### config.mk
export PLATFORM = sky130hd
export DESIGN_NAME = brg_xcel_link_concentrator
export DESIGN_NICKNAME = d
export VERILOG_FILES = /design/src/rtl/brg_xcel_link_concentrator.sv
export SDC_FILE = /design/constraint.sdc
export NUM_CORES = 1
export LEC_CHECK = 0
export CORE_AREA = 2 2 140 142
export CTS_BUF_LIST = sky130_fd_sc_hd__clkbuf_8 sky130_fd_sc_hd__clkbuf_16
export DETAILED_ROUTE_END_ITERATION = 8
export DIE_AREA = 0 0 142 144
export GPL_TIMING_DRIVEN = 1
export PLACE_DENSITY = 0.62
export SYNTH_ARGS = -nofsm -noshare
export SYNTH_HDL_FRONTEND = slang
export SYNTH_SLANG_ARGS = --single-unit
### constraint.sdc
create_clock -name clk_i -period 4.8 [get_ports clk_i]
set_input_delay 0.96 -clock clk_i [delete_from_list [all_inputs] [get_ports clk_i]]
set_output_delay 0.96 -clock clk_i [all_outputs]
set_load 0.05 [all_outputs]
### src/rtl/brg_xcel_link_concentrator.sv
// Credit-gated round-robin concentrator: N request channels merged onto one output link.
// Define BRG_XCEL_CONCENTRATOR_OUT_REG_EN for a 2-entry registered output buffer; default is combinational.
module brg_xcel_link_concentrator #(
  parameter int num_in_p          = 4,
  parameter int width_p           = 64,
  parameter int max_out_credits_p = 16,
  localparam int id_width_lp      = $clog2(num_in_p),
  localparam int cred_width_lp    = $clog2(max_out_credits_p + 1)
) (
  input  logic                               clk_i,
  input  logic                               reset_i,
  input  logic [num_in_p-1:0]                in_v_i,
  input  logic [num_in_p*width_p-1:0]        in_data_i,
  output logic [num_in_p-1:0]                in_ready_o,
  output logic                               out_v_o,
  output logic [width_p-1:0]                 out_data_o,
  output logic [id_width_lp-1:0]             out_id_o,
  input  logic                               out_ready_i,
  input  logic                               credit_v_i,
  input  logic [id_width_lp-1:0]             credit_id_i,
  output logic [num_in_p*cred_width_lp-1:0]  credits_o,
  output logic                               idle_o,
  output logic                               err_o
);

  localparam logic [cred_width_lp-1:0] max_cred_lp = cred_width_lp'(max_out_credits_p);

  logic [cred_width_lp-1:0] credits_q [num_in_p];
  logic [cred_width_lp-1:0] credits_d [num_in_p];
  logic                     err_q, err_d;
  logic [id_width_lp-1:0]   last_q, last_d;

  logic [num_in_p-1:0]      elig;
  logic [num_in_p-1:0]      dec_v;
  logic [num_in_p-1:0]      inc_v;
  logic [num_in_p-1:0]      full_v;
  logic                     sel_v;
  logic [id_width_lp-1:0]   sel_id;
  logic                     grant_v;
  logic [id_width_lp-1:0]   grant_id;
  logic                     buf_empty;
  logic [31:0]              credit_id_ext;
  logic                     credit_id_legal;

  assign credit_id_ext   = 32'(credit_id_i);
  assign credit_id_legal = credit_id_ext < 32'(num_in_p);

  genvar gi;
  generate
    for (gi = 0; gi < num_in_p; gi++) begin : g_chan
      assign elig[gi]       = in_v_i[gi] & (credits_q[gi] != '0);
      assign dec_v[gi]      = grant_v & (grant_id == id_width_lp'(gi));
      assign inc_v[gi]      = credit_v_i & credit_id_legal & (credit_id_i == id_width_lp'(gi));
      assign full_v[gi]     = (credits_q[gi] == max_cred_lp);
      assign in_ready_o[gi] = dec_v[gi];
      assign credits_o[gi*cred_width_lp +: cred_width_lp] = credits_q[gi];
    end
  endgenerate

  // Search upward starting just past the last granted channel, wrapping at num_in_p.
  always_comb begin
    sel_v  = 1'b0;
    sel_id = '0;
    for (int k = 1; k <= num_in_p; k++) begin
      if (!sel_v && elig[(int'(last_q) + k) % num_in_p]) begin
        sel_v  = 1'b1;
        sel_id = id_width_lp'((int'(last_q) + k) % num_in_p);
      end
    end
  end

  always_comb begin
    err_d  = err_q;
    last_d = grant_v ? grant_id : last_q;
    if (credit_v_i && !credit_id_legal) begin
      err_d = 1'b1;
    end
    for (int i = 0; i < num_in_p; i++) begin
      credits_d[i] = credits_q[i];
      // A same-cycle grant and return cancel out; a return into a full counter is an overflow.
      if (inc_v[i] && !dec_v[i]) begin
        if (full_v[i]) begin
          err_d = 1'b1;
        end else begin
          credits_d[i] = credits_q[i] + cred_width_lp'(1);
        end
      end else if (dec_v[i] && !inc_v[i]) begin
        credits_d[i] = credits_q[i] - cred_width_lp'(1);
      end
    end
  end

  always_ff @(posedge clk_i) begin
    if (reset_i) begin
      for (int i = 0; i < num_in_p; i++) begin
        credits_q[i] <= max_cred_lp;
      end
      err_q  <= 1'b0;
      last_q <= id_width_lp'(num_in_p - 1);
    end else begin
      for (int i = 0; i < num_in_p; i++) begin
        credits_q[i] <= credits_d[i];
      end
      err_q  <= err_d;
      last_q <= last_d;
    end
  end

`ifdef BRG_XCEL_CONCENTRATOR_OUT_REG_EN
  logic [width_p-1:0]     buf_data_q [2];
  logic [width_p-1:0]     buf_data_d [2];
  logic [id_width_lp-1:0] buf_id_q [2];
  logic [id_width_lp-1:0] buf_id_d [2];
  logic                   wr_ptr_q, wr_ptr_d;
  logic                   rd_ptr_q, rd_ptr_d;
  logic [1:0]             count_q, count_d;
  logic                   pop;

  // Accepting only on free space keeps in_ready_o independent of out_ready_i.
  always_comb begin
    grant_v    = sel_v && (count_q != 2'd2) && !reset_i;
    grant_id   = sel_id;
    out_v_o    = (count_q != 2'd0) && !reset_i;
    out_data_o = buf_data_q[rd_ptr_q];
    out_id_o   = buf_id_q[rd_ptr_q];
    pop        = out_v_o && out_ready_i;
    buf_empty  = (count_q == 2'd0);
    buf_data_d = buf_data_q;
    buf_id_d   = buf_id_q;
    wr_ptr_d   = wr_ptr_q;
    rd_ptr_d   = rd_ptr_q;
    if (grant_v) begin
      buf_data_d[wr_ptr_q] = in_data_i[int'(grant_id)*width_p +: width_p];
      buf_id_d[wr_ptr_q]   = grant_id;
      wr_ptr_d             = ~wr_ptr_q;
    end
    if (pop) begin
      rd_ptr_d = ~rd_ptr_q;
    end
    count_d = count_q + {1'b0, grant_v} - {1'b0, pop};
  end

  always_ff @(posedge clk_i) begin
    if (reset_i) begin
      wr_ptr_q <= 1'b0;
      rd_ptr_q <= 1'b0;
      count_q  <= 2'd0;
    end else begin
      wr_ptr_q <= wr_ptr_d;
      rd_ptr_q <= rd_ptr_d;
      count_q  <= count_d;
    end
  end

  always_ff @(posedge clk_i) begin
    buf_data_q <= buf_data_d;
    buf_id_q   <= buf_id_d;
  end
`else
  logic                   lock_v_q, lock_v_d;
  logic [id_width_lp-1:0] lock_id_q, lock_id_d;
  logic                   pick_v;
  logic [id_width_lp-1:0] pick_id;

  // While stalled, hold the offered channel so a late credit return cannot re-steer the output.
  always_comb begin
    if (lock_v_q && elig[lock_id_q]) begin
      pick_v  = 1'b1;
      pick_id = lock_id_q;
    end else begin
      pick_v  = sel_v;
      pick_id = sel_id;
    end
    out_v_o    = pick_v && !reset_i;
    out_id_o   = pick_id;
    out_data_o = in_data_i[int'(pick_id)*width_p +: width_p];
    grant_v    = out_v_o && out_ready_i;
    grant_id   = pick_id;
    lock_v_d   = out_v_o && !out_ready_i;
    lock_id_d  = pick_id;
    buf_empty  = 1'b1;
  end

  always_ff @(posedge clk_i) begin
    if (reset_i) begin
      lock_v_q  <= 1'b0;
      lock_id_q <= '0;
    end else begin
      lock_v_q  <= lock_v_d;
      lock_id_q <= lock_id_d;
    end
  end
`endif

  assign idle_o = reset_i | ((&full_v) & buf_empty);
  assign err_o  = err_q;

endmodule
==> flow_summary.yaml <==
yosys:
  synth_edf_count: 0
  synth_area_leaders: "nand2_1, dfxtp_1, a211oi_1"
  synth_top_family_by_area: "compound AO/OA/AOI/OAI gates"
  synth-simple-area-share: 0.343
  synth_compound_area_frac: 0.373
  post_synth_xor_area_fraction: 0.0193
  synth_mux_area_frac: 0.0208
  ys_ff_latch: 26
  synth_area_um2: 4080
  synth_flop_cell: "dfxtp_1"
  synth_area_leader_cell: "nand2_1"
  netlist_instances: 620
  post-synth-top-count-cell: "nand2_1"
  avgSynthCellArea_um2: 6.58
  yosys_warnings: 0
  synth_top_area_share: 0.130
  yosysUniqueCellTypes: 63
  netlist_top_cells_count: "nand2_1, a211oi_1, a31oi_1, and2_1, clkbuf_1"
  seq_area_frac_synth: 0.127
  async_flop_share: 0
  syn_nets: 902
  synthAdderAreaFrac: 0.0564
grt:
  grt_max_degree: 64
  grt_overflow: 0
  grtUsageTotal: 0.199
  grt_pass1_wl_mm: 31.9
  antenna_found_initial: 5
  grt_pass1_vias: 5637
sta:
  rsz0062_at_grt: "no"
  final-hold-violation-count: 0
  min_period_over_period: 0.954
  max_slew_margin: 0.531
  max_freq_ghz: 0.218
  final_max_slew_viol_count: 0
  max_slew.worst_pin.slew_ps: 698
  finalSetupViolCount: 0
  tns_ps: 0
  period_needed_ps: 4580
  skew_ps: 2.75
setup_path:
  rrSetupSlack_ps: 640
  setup.worst_path.end_class: "primary output"
  cp-start-kind: "primary input"
  cp.required_ps: 3840
  crit-reg2reg-launch: "credits_q[1][0]"
  critPathMaxFanout: 24
  critical_path_class: "primary input to primary output"
  r2r_end: "credits_q[1][4]"
  worstPathArrival_ps: 3620
  reg2reg_depth: 15
layout:
  nets: 1236
  synthToLayoutAreaGrowth_pct: 116
  final_area_um2: 8800
  drive_gt1_frac: 0.119
  fin_util: 0.461
drt:
  drt_iter0_markers: 308
  detail_route.wl_per_cell_um: 18.0
  drt_wl_total_mm: 21.5
  vias: 5928
  drtAntennaViolNets: 0
  dr.pass1.iters: 4
  drt-vias-per-instance: 4.97
  route.detailed.drc: 0
worst_hold_path:
  hold_path_class: "register to register"
  holdPathStages: 2
  hold_start: "credits_q[3][3]"
  hold-path-endpoint: "credits_q[3][3]"
clock_tree:
  cts_buffers: 3
  cts_sinks: 26
  insertion_delay_ps: 260
  cts_hold_buf: 0
  clk_pin_slew_ps: 70
  cts_tree: "yes"
  htreeDepth: 1
  cts_buffer_depth: 2
  root_buffer: "clkbuf_16"
power_and_ir_drop:
  leakagePower_nw: 3.43
  peakVddDrop_v: 0.000355
  power.density_nw_per_um2: 452
floorplanning:
  initial_core_util: 0.214
  die_w_um: 142
  core_area_um2: 19100
  die_height_um: 144
  die_area_um2: 20400
  num_rows: 51
  pin_count: 359
status:
  status: "finished clean"
placement:
  dpl_cell_area_um2: 8670
  gp_congestion: 0.937
  io_buffers: 358
  dp_hpwl_mm: 17.9
job:
  maxCapViolations: 0
timing repair:
item,4_1_cts,5_1_grt
buffers inserted,0,1
endpoints found under the setup margin,0,8
gates resized for setup,0,2
metal layers:
metal	part of all wire	routed length [um]	global-route usage	vias to the layer above
met4	0.032	679	0.0779	6
met3	0.078	1690	0.0546	49
met2	0.49	10600	0.331	249
met1	0.40	8490	0.245	2665
li1	-	-	-	2959
met5	0.0019	40	0	-
cell type report:
| cell class | count | area, um2 |
|---|---|---|
| inverter | 10 | 40.0 |
| antenna | 2 | 5.00 |
| sequential | 26 | 520 |
| clock buffer | 4 | 88.8 |
| timing repair buffer | 378 | 4510 |
| multi-input combinational | 535 | 3340 |
| tap | 238 | 298 |
| fill | 1812 | 10300 |
sequential cells by signal (all words and copies together), names as in the netlist:
signal and cells:
credits_q 20, err_o 1, lock_v_q 1, lock_id_q 2, last_q 2
through the flow:
step / hold slack (ps) / setup WS (ps) / power [mW] / cells
finish: 517 / 220 / 3.98 / 1193
global route: 553 / 54.6 / 4.17 / 1193
CTS: 516 / 26.3 / 3.98 / 1190
detailed placement: 512 / 64.9 / 3.77 / 1186
global placement: 506 / 63.0 / 3.76 / 1186
floorplan: 515 / 46.6 / 2.11 / 620
cells in the final DEF, fill, tap and decap left out, types with 5 or more instances in the layout:
cell and instances:
nor2b_1 5, a21oi_1 23, inv_1 9, buf_12 76
clkdlybuf4s50_1 288, a211oi_1 66, dfxtp_1 26, nand2_1 141
ha_1 12, o21ai_0 22, and2_1 66, buf_4 14
nor2_1 16, a21o_1 11, xnor2_1 5, nor3_1 17
a31oi_1 66, nand3_1 9
cells by family (layout without fill, tap and decap cells):
kind of cell / Yosys count / in the layout
mux: 5 / 5
simple gates: 282 / 282
xor+xnor: 9 / 9
fa+ha+maj: 16 / 16
other cells: 0 / 2
buf+inv: 59 / 392
flops: 26 / 26
compound gates: 223 / 223
worst max-delay path by stage:
| stage | start | end | slack (ps) | cells past startpoint |
|---|---|---|---|---|
| floorplan | credits_q[1][0] | out_data_o[10] | 50 | 10 |
| global placement | in_v_i[2] | out_data_o[12] | 60 | 11 |
| detailed placement | in_v_i[2] | out_data_o[12] | 60 | 11 |
| CTS | in_v_i[2] | out_data_o[12] | 30 | 11 |
| global route | in_v_i[3] | out_data_o[9] | 50 | 12 |
| finish | in_v_i[1] | out_data_o[29] | 220 | 9 |
power by group:
group	switching (mW)	internal, mW	total, mW	leakage [nW]
combinational	1.94	1.54	3.48	3.17
clock	0.0786	0.128	0.206	0.0442
sequential	0.0499	0.246	0.296	0.213
total	2.07	1.91	3.98	3.43
critical path, stage by stage:
cell	delay, ps
clkdlybuf4s50_1	540
o21ai_0	210
or4_1	560
a32oi_4	350
nor2_4	170
buf_4	260
a211oi_1	250
a31oi_1	120
buf_12	190
Power figures use the tool's default switching activity.
